<file path="config.mk">
export PLATFORM = sky130hd
export DESIGN_NAME = mem_fifo_ctrl
export DESIGN_NICKNAME = d
export VERILOG_FILES = /design/src/rtl/mem_fifo_ctrl.sv
export SDC_FILE = /design/constraint.sdc
export NUM_CORES = 1
export LEC_CHECK = 0
export CORE_MARGIN = 10
export CORE_UTILIZATION = 48
export DETAILED_ROUTE_END_ITERATION = 10
export PLACE_DENSITY = 0.95
export SYNTH_ARGS = -nofsm -noshare
export SYNTH_HDL_FRONTEND = slang
export SYNTH_SLANG_ARGS = --single-unit
</file>
<file path="constraint.sdc">
create_clock -name clk -period 6.3 [get_ports clk]
set_input_delay 0.63 -clock clk [delete_from_list [all_inputs] [get_ports clk]]
set_output_delay 0.63 -clock clk [all_outputs]
set_load 0.005 [all_outputs]
</file>
<file path="src/rtl/mem_fifo_ctrl.sv">
// FIFO controller fronting a single-port register memory, with a registered
// output word. Memory writes and head fetches share the port round-robin.
module mem_fifo_ctrl #(
  parameter int DATA_WIDTH = 8,
  parameter int ADDR_BITS  = 5
) (
  input  logic                  clk,
  input  logic                  rst_n,
  input  logic [DATA_WIDTH-1:0] in_data,
  input  logic                  in_valid,
  output logic                  in_ready,
  output logic [DATA_WIDTH-1:0] out_data,
  output logic                  out_valid,
  input  logic                  out_ready,
  output logic [ADDR_BITS:0]    count,
  output logic                  full,
  output logic [ADDR_BITS-1:0]  mem_addr,
  output logic [DATA_WIDTH-1:0] mem_data_in,
  output logic                  mem_wen,
  input  logic [DATA_WIDTH-1:0] mem_data_out
);

  localparam logic [ADDR_BITS:0] LP_DEPTH = {1'b1, {ADDR_BITS{1'b0}}};

  typedef enum logic {
    OP_FETCH = 1'b0,
    OP_WRITE = 1'b1
  } op_e;

  op_e                   r_last_op;
  op_e                   w_last_op_nxt;
  logic [ADDR_BITS-1:0]  r_wr_ptr;
  logic [ADDR_BITS-1:0]  r_rd_ptr;
  logic [ADDR_BITS:0]    r_mem_cnt;
  logic [DATA_WIDTH-1:0] r_out_data;
  logic                  r_out_valid;

  logic w_fetch_ok;
  logic w_in_ready;
  logic w_write;
  logic w_fetch;

  // in_ready is gated by rst_n so it drops immediately while reset is held.
  always_comb begin
    w_fetch_ok    = (r_mem_cnt != '0) && (!r_out_valid || out_ready);
    w_in_ready    = rst_n && (r_mem_cnt < LP_DEPTH)
                    && !(w_fetch_ok && (r_last_op == OP_WRITE));
    w_write       = in_valid && w_in_ready;
    w_fetch       = w_fetch_ok && !w_write;
    w_last_op_nxt = r_last_op;
    if (w_write) begin
      w_last_op_nxt = OP_WRITE;
    end else if (w_fetch) begin
      w_last_op_nxt = OP_FETCH;
    end
  end

  always_ff @(posedge clk or negedge rst_n) begin
    if (!rst_n) begin
      r_last_op <= OP_FETCH;
    end else begin
      r_last_op <= w_last_op_nxt;
    end
  end

  always_ff @(posedge clk or negedge rst_n) begin
    if (!rst_n) begin
      r_wr_ptr    <= '0;
      r_rd_ptr    <= '0;
      r_mem_cnt   <= '0;
      r_out_data  <= '0;
      r_out_valid <= 1'b0;
    end else begin
      if (w_write) begin
        r_wr_ptr  <= r_wr_ptr + 1'b1;
        r_mem_cnt <= r_mem_cnt + 1'b1;
      end
      if (w_fetch) begin
        r_rd_ptr    <= r_rd_ptr + 1'b1;
        r_mem_cnt   <= r_mem_cnt - 1'b1;
        r_out_data  <= mem_data_out;
        r_out_valid <= 1'b1;
      end else if (r_out_valid && out_ready) begin
        r_out_valid <= 1'b0;
      end
    end
  end

  assign in_ready    = w_in_ready;
  assign mem_wen     = w_write;
  assign mem_addr    = w_write ? r_wr_ptr : r_rd_ptr;
  assign mem_data_in = in_data;
  assign out_data    = r_out_data;
  assign out_valid   = r_out_valid;
  assign count       = r_mem_cnt + {{ADDR_BITS{1'b0}}, r_out_valid};
  assign full        = (r_mem_cnt == LP_DEPTH);

endmodule

</file>
; Word level (Yosys, flattened, before mapping)
; Index checks and enable logic that the tools add are counted.
[classes]
addsub = 5
n_lt_le_gt_ge = 1
n_eq_ne = 1
muxes = 7
reduce_logical = 14
[ops]
columns = cell, n
row1 = 2-to-1 mux 6 bit, 2
row2 = adder 5 x 1 -> 5 bit (second input constant), 2
row3 = logical AND 1 bit, 7
row4 = adder 6 x 1 -> 6 bit, 1
row5 = adder 6 x 1 -> 6 bit (second input constant), 1
row6 = == test 6 bit (second input constant), 1
row7 = < comparator 6 bit (second input constant), 1
row8 = nonzero test 6 bit, 1
row9 = subtractor 6 x 1 -> 6 bit (second input constant), 1
row10 = 2-to-1 mux 5 bit, 1
row11 = 2-to-1 mux 1 bit, 4
row12 = nonzero test 2 bit, 2
row13 = zero test 1 bit, 3
row14 = logical OR 1 bit, 1
[word_totals]
ff_bits = 26
inputBits = 20
output_inout_bits = 31
wordCells = 34

; Depth between registers and ports, before layout
; Gate-level depths: netlist of run 1.
[logic_depth]
depth_word = 11
depth_mapped = 9
depth_no_buf = 8

; Least setup slack after synthesis of run 1
; OpenSTA, ideal clock, no wires.
[synth_timing]
kind = register to register
from = register r_mem_cnt[1]
to = register r_mem_cnt[4]
setup_ps = 124
arrival_ps = 2520
required_ps = 6176
path_slack_ps = 3656
path_stages_with_launch = 10
path_buffers = 1
period_less_slack_ps = 2644
cell_sequence = dfrtp_1 buf_2 or4_4 or3_4 nand2_1 xnor2_1 ha_1 a2111oi_0 o22ai_2 xnor2_1
[synth_via]
elab_chain_cells = 9
word_cells_on_any_way = 15
classes_between = 2 x add/sub / 1 x order compare / 2 x mux / 10 x reduce/logical
[synth_lines]
columns = item, line
row1 = start: declaration, 34  ; logic [ADDR_BITS:0] r_mem_cnt;
row2 = start signal: assignment, 76  ; r_mem_cnt <= r_mem_cnt + 1'b1;
row3 = start signal: assignment, 80  ; r_mem_cnt <= r_mem_cnt - 1'b1;
row4 = branches (longest 9 deep; another with < comparator 6 bit), -
; Parallel ways; which one is timed is not known. The select of a mux whose other input is x is not followed.
; A chain may end at the register's enable or synchronous reset.

; Worst setup path in the final report of run 1
[layout_timing]
from = input rst_n
to = output mem_addr[0]
[layout_via]
elab_chain_cells = 4
[layout_lines]
columns = item, line
row1 = start: declaration, 8  ; input logic rst_n,
row2 = logical AND 1 bit, 46  ; w_in_ready = rst_n && (r_mem_cnt < LP_DEPTH)
row3 = logical AND 1 bit, 47  ; && !(w_fetch_ok && (r_last_op == OP_WRITE));
row4 = logical AND 1 bit, 48  ; w_write = in_valid && w_in_ready;
row5 = 2-to-1 mux 5 bit, 91  ; assign mem_addr = w_write ? r_wr_ptr : r_rd_ptr;
row6 = end: declaration, 17  ; output logic [ADDR_BITS-1:0] mem_addr,
; Every way passes these cells.

==> summary.txt, run 1 <==
Die
  • Initial core utilization: between 50% and 60%
  • Die width: 74.9 um
  • Die area: 0.00562 mm2
  • Cell Rows: 19
  • I/O Pins: 51
  • Core area: 0.00283 mm2
  • Die Span Y: 74.9 um

Hold path
  • Worst Hold Path Cells: 1
  • Hold_sp: r_wr_ptr[4]
  • Hold Path Class: reg -> reg

Final layout
  • Layout cells sized above 1: 8.14%
  • Area Growth Syn to Fin: 19.3%
  • Final Non-Filler Cells: 203
  • Final Net Count: 199
  • ANT cells: 0

Synthesis
  • Netlist cell types: 37
  • Number of synthesized flops with an enable pin: 0
  • Seq cells post-synth: 26
  • Synth async-reset ratio: 100%
  • Mean post-synth cell area: 9.72 um2
  • Synth warn: 0
  • Sequential area share after synthesis: 44.9%
  • Post-Syn Nets: 174
  • Ys flop type: dfrtp_1
  • Mapped Cells: between 100 and 150
  • Post-Syn Area: 0.00145 mm2

Clocking
  • Clock Latency Late Sink: 0.32 ns
  • CTS root buf: clkbuf_4
  • CTS tree: done
  • Cts hold-fix bufs: 0
  • Num CTS Buffers: 3
  • Clk buf depth: 2
  • Htree depth: 1
  • Cts repair resizes: 0
  • CTS clk-pin slew, worst paths: about 0.13 ns
  • Postcts setup bufs: 0
  • Sink Count: 26

GRT
  • Initial antenna violation count: 0
  • Gr usage total: 11.7%
  • Global Route met3 Usage: 5.65%
  • First-pass GRT wire length: 5.24 mm
  • Met1 usage: 11.5%
  • Grt peak-use layer: met2
  • Largest net degree at the start of global routing: 29
  • Vias in the first global route: 1,152
  • Gr ovfl total: 0
  • Grt met2 use: 21.5%

STA
  • Tcrit/Tclk final: 55.7%
  • Slew Viols, Final: 0
  • Minimum clock period: 3.51 ns
  • Final WS setup: between 2 and 3 ns
  • Fmax: between 200 and 300 MHz
  • Worst-Margin Slew: 0.493 ns
  • Max-slew headroom: 66.3%
  • TNS Setup: 0 ns
  • RSZ-0062 raised after global routing: no
  • Clk_skew: 0.00282 ns
  • Final setup fails: 0
  • Final Hold Fails: 0

Route
  • Vias per Instance: 5.31
  • Post-Route WL: roughly 3.2 mm
  • DRT antenna net count: 0
  • Starting DRT DRC Count: 60
  • First-pass iteration count of the detailed router: 4
  • Via count: 1,078
  • Residual DRC: 0
  • WL per Instance: approximately 16 um

Worst setup path
  • Worst-path maximum fanout: 28
  • CP startpoint: rst_n
  • Setup slack, reg-to-reg: 3.19 ns
  • Top delay family on crit path: buffers and inverters
  • Reg2Reg Launch Point: r_mem_cnt[3]
  • Setup crit end: mem_addr[0]
  • Setup Crit Path Kind: in -> out
  • Slowest stage cell on the critical path: clkdlybuf4s50_1
  • Critical path, cell by cell: clkdlybuf4s50_1 -> buf_4 -> nand3b_1 -> nand2b_1 -> clkinv_4 -> nand2_1 -> nand2_1 -> clkdlybuf4s50_1
  • Max stage delay on crit path: 0.51 ns
  • WP data arrival: 2.88 ns
  • Worst Setup End Kind: output port
  • R2R depth: 8
  • Bufs and invs on worst path: 4
  • CP required: 5.67 ns
  • Crit path depth: 8
  • Worst reg2reg endpoint: r_mem_cnt[4]
  • CP Launch Type: input pin

Status
  • Status: finished clean

Placed design
  • Post-place setup slack: ~2.8 ns
  • DP HPWL: 2.42 mm
  • Placed cell count: 200
  • Routability cong.: 0.836
  • PortBufs: 34

Power
  • PwrDens: 474 mW/mm2
  • Combinational power share: 50.8%
  • Internal power: 0.509 mW
  • Switching pwr: approximately 0.31 mW
  • Power share of the clock group: 8.5%
  • Switching share of power: 37.8%
  • Sequential power share: 40.7%
  • Maximum vdd drop: 237 uV
  • Leakage: approximately 0.8 nW

Flow run
  • Number of max-cap violations: 0
[cell families after synthesis]
kind of cell	count (synthesis)	share of synthesized area, %
compound gates	11	6.82
xor+xnor	18	10.9
fa+ha+maj	5	4.32
buf+inv	17	9.84
flops	26	44.9
mux	1	0.777
simple gates	71	22.5
[layout make-up]
type / count / area, um2
sequential: 26 / 651
multi-input combinational: 106 / 656
inverter: 2 / 12.5
tap: 31 / 38.8
timing repair buffer: 35 / 348
fill: 223 / 1100
clock buffer: 3 / 22.5
[power groups by stage]
stage / combinational, mW / sequential (mW) / clock, mW
2_1_floorplan: 0.269 / 0.300 / 0
3_3_place_gp: 0.408 / 0.328 / 0
3_5_place_dp: 0.422 / 0.334 / 0
4_1_cts: 0.425 / 0.331 / 0.0705
5_1_grt: 0.464 / 0.346 / 0.0749
6_report: 0.416 / 0.333 / 0.0698
[layer usage]
layer	share of wire (%)	up-vias
met5	0	-
met4	0.98	0
met3	9.9	5
met2	50	33
met1	39	515
li1	-	525
[stage by stage]
step / hold WS, ns / power [mW] / area, um2 / util, %
after floorplan: 0.334 / 0.569 / 1450 / -
after global placement: 0.461 / 0.736 / 1710 / 60.3
after detailed placement: 0.467 / 0.756 / 1710 / 60.3
after CTS: 0.492 / 0.827 / 1730 / 61.1
after global routing: 0.519 / 0.885 / 1730 / 61.1
final: 0.494 / 0.819 / 1730 / 61.1
[cell usage in the layout, fill, tap and decap left out, drive strengths merged, types with 2 or more instances in the layout]
master	synthesis	layout
or3	2	2
xor2	4	4
nand4	4	4
ha	5	5
a21oi	2	2
clkbuf	0	3
nand2	51	51
nor2	3	3
xnor2	14	14
nand3	3	3
clkdlybuf4s50	0	34
nand2b	2	2
o211ai	2	2
o22ai	2	2
a22oi	2	2
dfrtp	26	26
[synth_stat cells, types with 2 or more instances]
library cell | instances | share of area (%)
nand2b_1 | 2 | 0.86
buf_4 | 9 | 4.7
nand4_1 | 4 | 1.7
buf_6 | 3 | 2.3
nor2_1 | 3 | 0.78
xor2_1 | 4 | 2.4
nand3_1 | 3 | 1.0
dfrtp_1 | 26 | 45
ha_1 | 5 | 4.3
xnor2_1 | 14 | 8.5
nand2_1 | 50 | 13
[how the worst min path moves through the flow]
stage                       end  slack (ns)
finish              r_wr_ptr[4]        0.49
global route        r_wr_ptr[4]        0.52
CTS                 r_wr_ptr[4]        0.49
detailed placement  out_data[5]        0.47
global placement    r_rd_ptr[4]        0.46
floorplan           out_data[0]        0.33
[worst reg2reg max path, delay by kind of cell, from the launching register on]
family                   cells  cell delay [ns]
AND/OR/NAND/NOR              3             1.36
AO/OA/AOI/OAI                2             0.64
flip-flops                   1             0.49
XOR/XNOR                     2             0.26
adder cells (fa/ha/maj)      1             0.24
[sequential cells by signal (all words and copies together) (netlist names)]
name	flops
out_data	8
r_mem_cnt	6
r_rd_ptr	5
r_wr_ptr	5
out_valid	1
r_last_op	1
Power figures use the tool's default switching activity.
==> run 2, diff against run 1 <==
Settings changed: CORE_UTILIZATION 48 to 40, PLACE_DENSITY 0.95 to 0.86.
Clock period 6.3 ns to 3.15 ns, I/O delays scaled along.
==> summary.txt, run 2 (same netlist as run 1, synthesis figures left out) <==
STA
  • Final Hold Fails: 0 (unchanged)
  • TNS Setup: 0 ns (unchanged)
  • RSZ-0062 raised after global routing: no
  • Final setup fails: 0 (unchanged)
  • Clk_skew: 0.00419 ns (+0.00138 ns)
  • Max-slew headroom: 67.9% (+1.6 points)
  • Slew Viols, Final: 0 (unchanged)
  • Worst-Margin Slew: 0.470 ns (-0.0233 ns)
  • Minimum clock period: around 2.9 ns
  • Tcrit/Tclk final: about nine tenths
  • Fmax: between 300 and 400 MHz

Placed design
  • DP HPWL: 2.18 mm (-9.8%)
  • Routability cong.: 0.836 (about the same)
  • Cell Area, Placed: 0.00173 mm2 (+1.5%)
  • PortBufs: 34 (unchanged)

Final layout
  • FILL cells: 322 (+44%)
  • Area occupied by multi-input gates: 658 um2 (+0.38%)
  • Final Net Count: 200 (+0.50%)
  • ANT cells: 0 (unchanged)
  • Layout cells sized above 1: 9.77% (+1.6 points)
  • Area Growth Syn to Fin: 22.2%
  • Reg area: 651 um2 (unchanged)
  • Design area: 0.00177 mm2 (+2.5%)
  • Largest register FFs: 8 (unchanged)
  • Post-route core utilization: 51.8% (-9.2 points)
  • Most common cell after layout, fill and taps aside: nand2_1
  • Most frequent cells in the layout: 50 x nand2_1, 34 x clkdlybuf4s50_1, 26 x dfrtp_1, 14 x xnor2_1, 5 x ha_1

GRT
  • Largest net degree at the start of global routing: 28 (-3.4%)
  • First-pass GRT wire length: 5.08 mm (-3.0%)
  • Vias in the first global route: 1,150 (-0.17%)
  • Gr usage total: 9.49% (-2.3 points)
  • Initial antenna violation count: 0 (unchanged)
  • Gr ovfl total: 0 (unchanged)

Die
  • Initial core utilization: 42.4% (-8.8 points)
  • Core area: 0.00342 mm2 (+21%)
  • Die width: 80.2 um (+7.0%)
  • I/O Pins: 51 (unchanged)
  • Die area: 0.00643 mm2 (+14%)
  • Cell Rows: 21 (+2)
  • Die Span Y: 80.2 um (+7.0%)

Route
  • Post-Route WL: 2.83 mm (-10%)
  • Vias per Instance: 4.75 (-11%)
  • DRT antenna net count: 0 (unchanged)
  • Residual DRC: 0 (unchanged)
  • WL per Instance: 12.9 um (-17%)
  • Via count: 1,044 (-3.2%)
  • Starting DRT DRC Count: 34 (-43%)
  • First-pass iteration count of the detailed router: 4 (unchanged)

Flow run
  • Number of max-cap violations: 0 (unchanged)

Clocking
  • Num CTS Buffers: 3 (unchanged)
  • Sink Count: 26 (unchanged)
  • Clk buf depth: 2 (unchanged)
  • Htree depth: 1 (unchanged)
  • CTS tree: done
  • CTS root buf: clkbuf_4
  • CTS clk-pin slew, worst paths: 0.14 ns (about the same)
  • Clock Latency Late Sink: 0.31 ns (about the same)

Worst setup path
  • Worst-path maximum fanout: 13 (-54%)
  • CP required: 2.83 ns (-2.84 ns)
  • WP data arrival: 2.55 ns (-0.33 ns)
  • Setup Crit Path Kind: reg -> out
  • CP Launch Type: register
  • Worst Setup End Kind: output port

Power
  • Final Total Pwr: 1.65 mW (+100%)
  • Leakage: 0.797 nW (+1.6%)
  • PwrDens: 932 mW/mm2 (+97%)
  • Maximum vdd drop: 495 uV (+110%)

Hold path
  • Hold Path Class: in -> async

Status
  • Status: finished clean
==> run 2: cell types whose count changed in the layout (fill, tap and decap cells not counted), sizes merged <==
| cell | delta |
|---|---|
| clkbuf | +1 |
| buf | +1 |
==> run 2: per-layer routing <==
metal	GRT usage (%)	vias up	part of all wire [%]
met5	0	-	0
met4	1.41	0	0.28
met3	5.01	2	9.9
met2	15.2	28	44
met1	11.2	483	46
li1	-	531	-
==> run 2: repair_timing <==
item	in CTS	in global routing
setup endpoints to repair	0	5
hold buffers	0	0
buffers inserted	0	0
gates resized for setup	0	1
==> run 2: worst paths after layout <==
path	slack, ns	end	cells past startpoint	start
setup / recovery	0.28	mem_addr[1]	7	r_mem_cnt[3]
hold / removal	0.39	r_mem_cnt[5]	2	rst_n
setup reg to reg	0.43	r_mem_cnt[4]	8	r_mem_cnt[3]
hold reg to reg	0.49	r_wr_ptr[4]	1	r_wr_ptr[4]
max in group asynchronous	2.52	r_rd_ptr[2]	2	rst_n
min in group clk	0.49	r_wr_ptr[4]	1	r_wr_ptr[4]
==> run 2: area by class of cell <==
type / count / area share [%]
flip-flops and latches: 26 / 36.7
multi-input cells: 106 / 37.2
clock buffers: 4 / 2.05
inverters: 2 / 0.707
repair buffers: 36 / 20.1
well taps: 46 / 3.25
==> run 2: stage by stage <==
stage | worst slack [ns] | hold WS (ns) | instances
after floorplan | 0.506 | 0.0194 | 149
after global placement | 0.450 | 0.458 | 216
after detailed placement | 0.451 | 0.463 | 216
after CTS | 0.127 | 0.384 | 220
after global routing | 0.0745 | 0.393 | 220
final | 0.285 | 0.386 | 220
==> run 2: power breakdown <==
part | internal, mW | switching (mW)
Sequential | 0.480 | 0.181
Combinational | 0.498 | 0.327
Clock | 0.0706 | 0.0934
Total | 1.05 | 0.601
==> run 2: critical path, stage by stage (launching register included) <==
cell and delay [ns]:
dfrtp_1 0.49, or4_4 0.57, o211ai_2 0.21, nand2b_2 0.20, clkinv_4 0.15, nand2_1 0.06
nand2_1 0.07, clkdlybuf4s50_1 0.50
